## config.mk

```make
export PLATFORM = sky130hd
export DESIGN_NAME = vid_pix_stage
export DESIGN_NICKNAME = d
export VERILOG_FILES = /design/src/rtl/vid_pkg.sv /design/src/rtl/vid_pos_cnt.sv /design/src/rtl/vid_pix_stage.sv
export SDC_FILE = /design/constraint.sdc
export NUM_CORES = 1
export LEC_CHECK = 0
export CAP_MARGIN = 0
export CORE_MARGIN = 3
export CORE_UTILIZATION = 45
export CTS_BUF_LIST = sky130_fd_sc_hd__clkbuf_2
export DETAILED_ROUTE_END_ITERATION = 8
export PLACE_DENSITY_LB_ADDON = 0.08
export SLEW_MARGIN = 20
export SYNTH_ARGS = -nofsm -noshare
export SYNTH_HDL_FRONTEND = slang
export SYNTH_HIERARCHICAL = 1
export SYNTH_SLANG_ARGS = --single-unit
```

## constraint.sdc

```tcl
create_clock -name clk -period 12.5 [get_ports clk]
set_clock_uncertainty 0.1 [all_clocks]
set_input_delay 1.875 -clock clk [delete_from_list [all_inputs] [get_ports clk]]
set_output_delay 1.875 -clock clk [all_outputs]
set_load 0.02 [all_outputs]
```

## src/rtl/vid_pkg.sv

```systemverilog
// vid_pkg: shared latency constant, frame FSM encoding and the
// saturating-add helper used by the pixel stage.
package vid_pkg;

   localparam int VID_LAT = 2;

   typedef enum logic {
      WAIT_SYNC = 1'b0,
      ACTIVE    = 1'b1
   } frame_st_t;

   // Clamp a+b into [0, 2^cw-1]; the caller truncates the result to cw bits.
   function automatic logic [31:0] sat_add(input logic signed [31:0] a,
                                           input logic signed [31:0] b,
                                           input int                 cw);
      logic signed [31:0] s;
      logic signed [31:0] mx;
      s  = a + b;
      mx = (32'sd1 <<< cw) - 32'sd1;
      if (s < 32'sd0)
         sat_add = '0;
      else if (s > mx)
         sat_add = mx;
      else
         sat_add = s;
   endfunction

endpackage

```

## src/rtl/vid_pos_cnt.sv

```systemverilog
// vid_pos_cnt: raster position tracker. Detects vde falling edges and
// vsync assertion edges, runs saturating x/y counters and exposes the
// vsync-edge strobe that drives the frame FSM and ROI shadow reload.
module vid_pos_cnt #(
   parameter int   XW       = 12,
   parameter int   YW       = 11,
   parameter logic SYNC_POL = 1'b1
) (
   input  logic          clk,
   input  logic          rst_n,
   input  logic          i_vde,
   input  logic          i_vsync,
   output logic [XW-1:0] o_x,
   output logic [YW-1:0] o_y,
   output logic          o_vs_edge
);
   import vid_pkg::*;

   logic          r_vs_on;
   logic          r_vde;
   logic [XW-1:0] r_x;
   logic [YW-1:0] r_y;
   logic          w_vs_on;
   logic          w_vde_fall;

   assign w_vs_on    = (i_vsync == SYNC_POL);
   assign o_vs_edge  = w_vs_on && !r_vs_on;
   assign w_vde_fall = r_vde && !i_vde;
   assign o_x        = r_x;
   assign o_y        = r_y;

   // Edge history plus x/y counters; vsync edge wins over line end.
   always_ff @(posedge clk or negedge rst_n) begin
      if (!rst_n) begin
         r_vs_on <= 1'b0;
         r_vde   <= 1'b0;
         r_x     <= '0;
         r_y     <= '0;
      end else begin
         r_vs_on <= w_vs_on;
         r_vde   <= i_vde;
         if (o_vs_edge) begin
            r_x <= '0;
            r_y <= '0;
         end else if (w_vde_fall) begin
            r_x <= '0;
            if (r_y != '1)
               r_y <= r_y + YW'(1);
         end else if (i_vde && (r_x != '1)) begin
            r_x <= r_x + XW'(1);
         end
      end
   end

endmodule

```

## src/rtl/vid_pix_stage.sv

```systemverilog
// vid_pix_stage: two-stage pixel pipeline. Stage 1 forms the per-channel
// offset sum and the ROI membership; stage 2 saturates, optionally draws
// the ROI box, and runs the bright-pixel accumulator.
// Optional feature: define VID_ROI_OVERLAY_EN to paint the ROI border white.
module vid_pix_stage #(
   parameter int   CW       = 8,
   parameter int   NCH      = 3,
   parameter int   XW       = 12,
   parameter int   YW       = 11,
   parameter int   SW       = 22,
   parameter logic SYNC_POL = 1'b1
) (
   input  logic                clk,
   input  logic                rst_n,
   input  logic [NCH*CW-1:0]   data_i,
   input  logic                vde_i,
   input  logic                hsync_i,
   input  logic                vsync_i,
   input  logic [NCH*(CW+1)-1:0] off_i,
   input  logic [XW-1:0]       roi_x0_i,
   input  logic [XW-1:0]       roi_x1_i,
   input  logic [YW-1:0]       roi_y0_i,
   input  logic [YW-1:0]       roi_y1_i,
   input  logic [CW-1:0]       thr_i,
   output logic [NCH*CW-1:0]   data_o,
   output logic                vde_o,
   output logic                hsync_o,
   output logic                vsync_o,
   output logic [SW-1:0]       cnt_o,
   output logic                cnt_vld_o
);
   import vid_pkg::*;

   logic [XW-1:0]          w_x;
   logic [YW-1:0]          w_y;
   logic                   w_vs_edge;
   logic [XW-1:0]          r_sx0, r_sx1;
   logic [YW-1:0]          r_sy0, r_sy1;
   logic [CW-1:0]          r_sthr;
   logic signed [CW+1:0]   w_sum  [NCH];
   logic signed [CW+1:0]   r1_sum [NCH];
   logic                   w_inroi;
   logic                   r1_inroi;
   logic                   r1_vs_edge;
   logic [VID_LAT-1:0]     r_vde_p, r_hs_p, r_vs_p;
   logic [NCH-1:0][CW-1:0] w_sat;
   logic [NCH-1:0][CW-1:0] r_data;
   logic [CW-1:0]          w_max;
   logic                   w_bright;
   logic [SW-1:0]          r_acc, r_cnt;
   logic                   r_cnt_vld;
   frame_st_t              r_st, w_st_nxt;
   logic                   w_cnt_ld, w_acc_clr, w_acc_en;

   vid_pos_cnt #(.XW(XW), .YW(YW), .SYNC_POL(SYNC_POL)) u_pos (
      .clk       (clk),
      .rst_n     (rst_n),
      .i_vde     (vde_i),
      .i_vsync   (vsync_i),
      .o_x       (w_x),
      .o_y       (w_y),
      .o_vs_edge (w_vs_edge)
   );

   // Per-channel sum in CW+2 bits (never wraps), clamped one stage later.
   for (genvar c = 0; c < NCH; c++) begin : g_ch
      logic [CW-1:0] w_d;
      logic [CW:0]   w_o;
      assign w_d      = data_i[c*CW +: CW];
      assign w_o      = off_i[c*(CW+1) +: CW+1];
      assign w_sum[c] = $signed({2'b00, w_d}) + $signed({w_o[CW], w_o});
      assign w_sat[c] = CW'(sat_add(32'(r1_sum[c]), 32'sd0, CW));
   end

   // An inverted bound pair can never match, so it naturally gives an empty ROI.
   assign w_inroi = vde_i && (w_x >= r_sx0) && (w_x <= r_sx1) &&
                    (w_y >= r_sy0) && (w_y <= r_sy1);

   // ROI/threshold shadows so mid-frame edits only take effect next frame.
   always_ff @(posedge clk or negedge rst_n) begin
      if (!rst_n) begin
         r_sx0  <= '0;
         r_sx1  <= '0;
         r_sy0  <= '0;
         r_sy1  <= '0;
         r_sthr <= '0;
      end else if (w_vs_edge) begin
         r_sx0  <= roi_x0_i;
         r_sx1  <= roi_x1_i;
         r_sy0  <= roi_y0_i;
         r_sy1  <= roi_y1_i;
         r_sthr <= thr_i;
      end
   end

   // Stage 1 register: raw sums, ROI hit and the vsync-edge strobe.
   always_ff @(posedge clk or negedge rst_n) begin
      if (!rst_n) begin
         for (int c = 0; c < NCH; c++) r1_sum[c] <= '0;
         r1_inroi   <= 1'b0;
         r1_vs_edge <= 1'b0;
      end else begin
         for (int c = 0; c < NCH; c++) r1_sum[c] <= w_sum[c];
         r1_inroi   <= w_inroi;
         r1_vs_edge <= w_vs_edge;
      end
   end

   // Timing signals ride a VID_LAT-deep shift register to stay with the data.
   always_ff @(posedge clk or negedge rst_n) begin
      if (!rst_n) begin
         r_vde_p <= '0;
         r_hs_p  <= {VID_LAT{~SYNC_POL}};
         r_vs_p  <= {VID_LAT{~SYNC_POL}};
      end else begin
         r_vde_p <= {r_vde_p[VID_LAT-2:0], vde_i};
         r_hs_p  <= {r_hs_p[VID_LAT-2:0], hsync_i};
         r_vs_p  <= {r_vs_p[VID_LAT-2:0], vsync_i};
      end
   end

   // Brightest corrected channel, taken before any overlay.
   always_comb begin
      w_max = '0;
      for (int c = 0; c < NCH; c++)
         if (w_sat[c] > w_max) w_max = w_sat[c];
   end
   assign w_bright = (w_max >= r_sthr);

`ifdef VID_ROI_OVERLAY_EN
   logic w_border;
   logic r1_border;
   assign w_border = w_inroi && ((w_x == r_sx0) || (w_x == r_sx1) ||
                                 (w_y == r_sy0) || (w_y == r_sy1));

   // Stage 1 register for the ROI border flag.
   always_ff @(posedge clk or negedge rst_n) begin
      if (!rst_n) r1_border <= 1'b0;
      else        r1_border <= w_border;
   end
`endif

   // Stage 2 data register: saturated pixel, white on the ROI border if built.
   always_ff @(posedge clk or negedge rst_n) begin
      if (!rst_n)
         r_data <= '0;
      else
`ifdef VID_ROI_OVERLAY_EN
         r_data <= r1_border ? '1 : w_sat;
`else
         r_data <= w_sat;
`endif
   end

   // Frame FSM state register.
   always_ff @(posedge clk or negedge rst_n) begin
      if (!rst_n) r_st <= WAIT_SYNC;
      else        r_st <= w_st_nxt;
   end

   // Frame FSM next state: first vsync edge after reset arms statistics.
   always_comb begin
      w_st_nxt = r_st;
      case (r_st)
         WAIT_SYNC: if (r1_vs_edge) w_st_nxt = ACTIVE;
         default:   w_st_nxt = r_st;
      endcase
   end

   // Frame FSM outputs; the strobe is taken at stage 2 so the report lines up with vsync_o.
   always_comb begin
      w_acc_clr = r1_vs_edge;
      w_cnt_ld  = 1'b0;
      w_acc_en  = 1'b0;
      if (r_st == ACTIVE) begin
         w_cnt_ld = r1_vs_edge;
         w_acc_en = r1_inroi && w_bright;
      end
   end

   // Accumulator and frame report; clear wins so the edge pixel is never counted.
   always_ff @(posedge clk or negedge rst_n) begin
      if (!rst_n) begin
         r_acc     <= '0;
         r_cnt     <= '0;
         r_cnt_vld <= 1'b0;
      end else begin
         r_cnt_vld <= w_cnt_ld;
         if (w_cnt_ld) r_cnt <= r_acc;
         if (w_acc_clr)
            r_acc <= '0;
         else if (w_acc_en && (r_acc != '1))
            r_acc <= r_acc + SW'(1);
      end
   end

   assign data_o    = r_data;
   assign vde_o     = r_vde_p[VID_LAT-1];
   assign hsync_o   = r_hs_p[VID_LAT-1];
   assign vsync_o   = r_vs_p[VID_LAT-1];
   assign cnt_o     = r_cnt;
   assign cnt_vld_o = r_cnt_vld;

endmodule
```

**After elaboration in Yosys (flattened, before gate mapping)**

Index checks and enable logic that the tools add are counted.

- Register bits after elaboration: 187
- Output and inout bits: 50

- Add/subtract/negate cells: 6
- Order comparisons: 14
- Eq/ne operators: 3
- Mux-type cells: 21
- Reduce and logical (&&, ||, !) cells: 16

Operators with widths:

| operator | count |
|---|---|
| $mux 8 | 9 |
| $mux 22 | 2 |
| $mux 12 | 3 |
| $mux 11 | 3 |
| $add 9x9->10 | 3 |
| $gt 10x9->1 const B | 3 |
| $lt 10x1->1 const B | 3 |
| $add 22x1->22 const B | 1 |
| $ne 22x22->1 const B | 1 |
| $gt 8x8->1 | 2 |
| $add 12x1->12 const B | 1 |
| $ge 12x12->1 | 1 |
| $le 12x12->1 | 1 |
| $ne 12x12->1 const B | 1 |
| $add 11x1->11 const B | 1 |
| $ge 11x11->1 | 1 |
| $le 11x11->1 | 1 |
| $ne 11x11->1 const B | 1 |
| $logic_and 1x1->1 | 9 |
| $ge 8x8->1 | 1 |
| $gt 8x1->1 const B | 1 |
| $reduce_bool 2->1 | 3 |
| $mux 1 | 4 |
| $reduce_bool 3->1 | 1 |
| 2 further kinds | 3 |

**Logic depth before layout (Yosys ltp)**

- Depth in word-level cells: 15
- Gate-level depth with buffers: 26
- Mapped depth without buffers: 23

**By module**

Netlist, hierarchy kept.

By module, submodules not included:

| module | times used | cells an instance | area each (um^2) | sequential area each (um^2) |
|---|---|---|---|---|
| vid_pix_stage | 1 | 842 | 8558.2 | 4053.9 |
| vid_pos_cnt | 1 | 132 | 1353.8 | 625.6 |

**Least setup slack after synthesis**

Ideal clock, no wire load.

- Path kind: reg2reg
- Start point: register r1_sum[28] (netlist bit)
- End point: register r_acc[19]
- Library setup time: 125 ps
- Data arrival time: 4922 ps
- Data required time: 12275 ps
- Setup slack: 7354 ps
- Cell stages (with the launch flop): 25
- Path buffers: 2
- Clock period less this slack: 5146 ps
- Cell sequence: dfrtp_1 > clkbuf_1 > nor2_1 > nor2_1 > inv_1 > ha_1 > nor2b_1 > o211ai_1 > a21oi_1 > o22ai_2 > mux2i_1 > ha_1 > a21o_1 > a21oi_1 > nor2b_1 > o22ai_1 > o31a_1 > clkbuf_1 > mux2i_1 > ha_1 > nand4_1 > o31ai_4 > nand3_1 > nor3_1 > mux2_2

RTL lines:

| item | line | RTL |
|---|---|---|
| start, declared | vid_pix_stage.sv:41 | `logic signed [CW+1:0] r1_sum [NCH];` |
| end signal, assigned | vid_pix_stage.sv:193 | `r_acc <= r_acc + SW'(1);` |
| end, declared | vid_pix_stage.sv:50 | `logic [SW-1:0] r_acc, r_cnt;` |

==> run summary <==
Synthesized netlist cell count: 974
Average size of a mapped cell: 10.2 sq um
Clock latency on the worst-skew pair: 0.77 ns
Total routing resource utilization after global routing: 17.6%
Area delta synth->final: 21.7%
Class of the tightest hold or removal check: flip-flop to flip-flop
Flip-flop cell with the highest count after synthesis: sky130_fd_sc_hd__dfrtp_1
Met1 Use GR: 24.7%
Net count of the finished layout: 1338
Total Routed Length: 20.7 mm
Fillcell total: 1911
DRC: 0
Run status: finished, final reports clean
Share of post-route cells with drive strength above 1: 8.59%
Pwr Density: 119 nW/um^2
Dominant cell type by area after synthesis: sky130_fd_sc_hd__dfrtp_1
Number of synthesized register bits: 187
Net switching power: 486 uW
Worst path required time: 13.13 ns
Vias per inst: 5.14
Share of async-settable or async-resettable flops after synthesis: 100%
Total overflow reported by the global router: 0
Ports placed on the boundary: 160
Met3 GRT Util: 4.45%
CTS clk-pin slew, worst paths: 0.33 ns
Nature of the critical path startpoint: flip-flop
Number of buffers inserted by post-CTS setup repair: 0
Number of iterations in the first detailed-routing pass: 4
Global-route wire length before repair: 34.5 mm
CTS tree: built
Peak supply drop: 67.9 uV
Worst setup path category: flip-flop to flip-flop
Leak: 5.58 nW
Total number of H-tree levels: 4
Via total after detailed routing: 7289
Global placement routability congestion: 0.829
Core Region: 21400 sq um
Actual slew at the worst max-slew pin: 0.970 ns
Met2 track demand over resource: 27.3%
Sequential fraction of design power: 48.3%
Register-to-register setup slack: 6.79 ns
WP data arrival: 6.34 ns
Crit share post-route: 45.7%
Post-layout min period: 5.71 ns
Count of flip-flops with a built-in enable after synthesis: 0
Post-layout utilization of the core: 56.5%
Post-synthesis sequential area ratio: 47.2%
Reported max-cap violation count: 0
Most congested layer reported by global routing: met2
Main area contributors after synthesis: sky130_fd_sc_hd__dfrtp_1 47%, sky130_fd_sc_hd__ha_1 12%, sky130_fd_sc_hd__o21ai_0 4.3%, sky130_fd_sc_hd__inv_1 3.5%, sky130_fd_sc_hd__mux2_2 3.2%
Combined area of all synthesized cells: 9910 sq um
Maximum number of buffers from clock root to sink: 2
Standard-cell row count: 53
Initial antenna violation count: 1
Die area: 23800 sq um
Master cell of the clock root buffer: sky130_fd_sc_hd__clkbuf_2
Final TNS setup: 0 ns
Part of the power in combinational logic: 28.8%
Count of cell types in the netlist: 66
Switch share: 33.9%
Total number of clock tree sinks: 187
Vias in the first global route: 7154
Die span in y: 154 microns
Crit Path Max Fanout: 13
FMAX: 175 MHz
Post-detailed-route wirelength per cell: 14.6 microns
Number of buffers inserted for hold repair after clock tree synthesis: 0
Number of pins with negative max-slew slack in the final report: 0
Buffers added on ports: 159
Post-synthesis net count: 1184
Final ANT Viol Nets: 0
CP Capture Type: flip-flop
Final count of negative-setup-slack endpoints: 0
Total CTS buffers: 17
Area share of the largest cell type after synthesis: 47.2%
Synthesis warning total: 6
Half-perimeter wire length after detailed placement: 15.5 mm
Number of DRC markers after the initial detailed-route iteration: 325
Total of cells resized after clock tree synthesis: 0
Unrepaired setup endpoints after global routing: no
Max transition margin: 35.2%
Die extent in x: 154 microns
Clock network fraction of total power: 22.8%
Largest net degree at the start of global routing: 135
Initial Util: 46.4%
Internal portion of total power: 949 uW
Final count of hold timing violations: 0
[synth_stat cells (5+ instances only)]
cell type	n
sky130_fd_sc_hd__ha_1	97
sky130_fd_sc_hd__clkbuf_1	18
sky130_fd_sc_hd__mux2_2	28
sky130_fd_sc_hd__nor2b_1	12
sky130_fd_sc_hd__xor2_1	9
sky130_fd_sc_hd__inv_1	93
sky130_fd_sc_hd__xnor2_1	15
sky130_fd_sc_hd__o21ai_0	86
sky130_fd_sc_hd__or2_2	14
sky130_fd_sc_hd__a21o_1	13
sky130_fd_sc_hd__nand2b_1	9
sky130_fd_sc_hd__o21a_1	7
sky130_fd_sc_hd__nor3_1	6
sky130_fd_sc_hd__mux2i_1	18
sky130_fd_sc_hd__o211ai_1	6
sky130_fd_sc_hd__nand4_1	16
sky130_fd_sc_hd__o31ai_1	7
sky130_fd_sc_hd__or4_1	13
sky130_fd_sc_hd__nor2_1	59
sky130_fd_sc_hd__and3_1	5
sky130_fd_sc_hd__a211oi_1	9
sky130_fd_sc_hd__or3_1	17
sky130_fd_sc_hd__nand3_1	17
sky130_fd_sc_hd__dfrtp_1	187
sky130_fd_sc_hd__a21oi_1	61
sky130_fd_sc_hd__buf_1	5
sky130_fd_sc_hd__nand2_1	82
[cells in the final DEF (no fill, tap or decap), drive strengths merged, types with 7 or more instances in the layout]
cell type      synthesis  layout
a211oi                 9       9
a21oi                 61      61
nand2                 82      82
xnor2                 15      15
or2                   15      15
clkbuf                19      17
ha                    97      97
o31ai                  9       9
clkdlybuf4s50          0     158
o21a                   7       7
inv                   93     101
dfrtp                187     187
nor2b                 12      12
mux2i                 18      18
xor2                   9       9
mux2                  28      28
o21ai                 88      88
nand3                 21      21
a21o                  13      13
or3                   19      19
nand2b                10      10
or4                   13      13
nand4                 19      19
nor2                  59      59
[area by class of cell]
| class | instances | area [sq um] | share of cell area [%] |
|---|---|---|---|
| well taps | 275 | 344 | 2.85 |
| multi-input cells | 667 | 4770 | 39.5 |
| inverters | 93 | 350 | 2.90 |
| repair buffers | 162 | 1640 | 13.6 |
| clock inverters | 15 | 193 | 1.60 |
| diodes | 2 | 5.00 | 0.0415 |
| clock buffers | 17 | 85.1 | 0.705 |
| flip-flops and latches | 187 | 4680 | 38.8 |
[power groups by stage]
stage | clock network, mW | logic, mW | registers [mW]
2_1_floorplan | 0 | 0.257 | 0.713
3_3_place_gp | 0 | 0.410 | 0.704
3_5_place_dp | 0 | 0.417 | 0.705
4_1_cts | 0.345 | 0.419 | 0.695
5_1_grt | 0.370 | 0.471 | 0.701
6_report | 0.328 | 0.414 | 0.693
[worst max-delay path, cell delays in order, from the launching register on]
cell                       delay [ns]
sky130_fd_sc_hd__dfrtp_1         0.55
sky130_fd_sc_hd__nor2_1          0.08
sky130_fd_sc_hd__nor2_1          0.18
sky130_fd_sc_hd__inv_1           0.07
sky130_fd_sc_hd__ha_1            0.30
sky130_fd_sc_hd__nor2b_1         0.14
sky130_fd_sc_hd__o211ai_1        0.15
sky130_fd_sc_hd__a21oi_1         0.10
sky130_fd_sc_hd__o22ai_2         0.40
sky130_fd_sc_hd__mux2i_1         0.35
sky130_fd_sc_hd__ha_1            0.29
sky130_fd_sc_hd__nor2b_1         0.13
sky130_fd_sc_hd__o21ai_0         0.15
sky130_fd_sc_hd__nand2b_1        0.08
sky130_fd_sc_hd__a21oi_1         0.14
sky130_fd_sc_hd__o31a_1          0.44
sky130_fd_sc_hd__mux2i_1         0.15
sky130_fd_sc_hd__ha_1            0.32
sky130_fd_sc_hd__nand4_1         0.16
sky130_fd_sc_hd__o31ai_4         0.46
sky130_fd_sc_hd__nand4_2         0.32
sky130_fd_sc_hd__or4_1           0.48
sky130_fd_sc_hd__a21oi_1         0.15
[sequential cells by signal, summed over array words and instances (netlist names)]
register,flops
r_acc,22
cnt_o,22
r_vde_p,2
r_vs_p,2
u_pos/r_vs_on,1
r_st,1
r_sx1,12
r_sthr,8
r_sx0,12
r1_inroi,1
r_sy1,11
u_pos/r_vde,1
r1_sum,30
r_sy0,11
data_o,24
cnt_vld_o,1
r_hs_p,2
u_pos/o_y,11
r1_vs_edge,1
u_pos/o_x,12
[path summary, 6_finish.rpt]
| path | endpoint | depth (start not counted) | from |
|---|---|---|---|
| max | r_acc[13] | 22 | r1_sum[28] |
| min | r_vs_p[1] | 0 | r_vs_p[0] |
| max reg2reg | r_acc[13] | 22 | r1_sum[28] |
| min reg2reg | r_vs_p[1] | 0 | r_vs_p[0] |
| max in group asynchronous | data_o[5] | 3 | rst_n |
| min in group asynchronous | r_sx1[6] | 1 | rst_n |
[routing by layer]
layer  wire length (microns)  vias up  share of wire [%]
li1                        -     3731                  -
met1                   10100     3396                 49
met2                    9210      142                 44
met3                    1080       20                5.2
met4                     302        0                1.5
met5                       0        -                  0
[logic make-up after synthesis]
logic type	after synthesis	share of synthesized area, %
AO/OA/AOI/OAI	221	13.6
adder cells (fa/ha/maj)	100	12.9
XOR/XNOR	24	2.12
flip-flops	187	47.2
multiplexers	46	5.00
AND/OR/NAND/NOR	276	14.5
buffers and inverters	120	4.66
[through the flow]
| stage | instances | setup WS, ns | area (sq um) | power, mW | hold WS (ns) |
|---|---|---|---|---|---|
| after detailed placement | 1383 | 6.79 | 11800 | 1.12 | 0.236 |
| after global placement | 1383 | 6.97 | 11800 | 1.11 | 0.234 |
| after global routing | 1418 | 6.28 | 12100 | 1.54 | 0.301 |
| final | 1418 | 6.79 | 12100 | 1.43 | 0.290 |
| after floorplan | 974 | 7.35 | 9910 | 0.970 | 0.231 |
| after CTS | 1415 | 6.77 | 12000 | 1.46 | 0.293 |
Note: power is estimated with default switching activity, not from simulation.
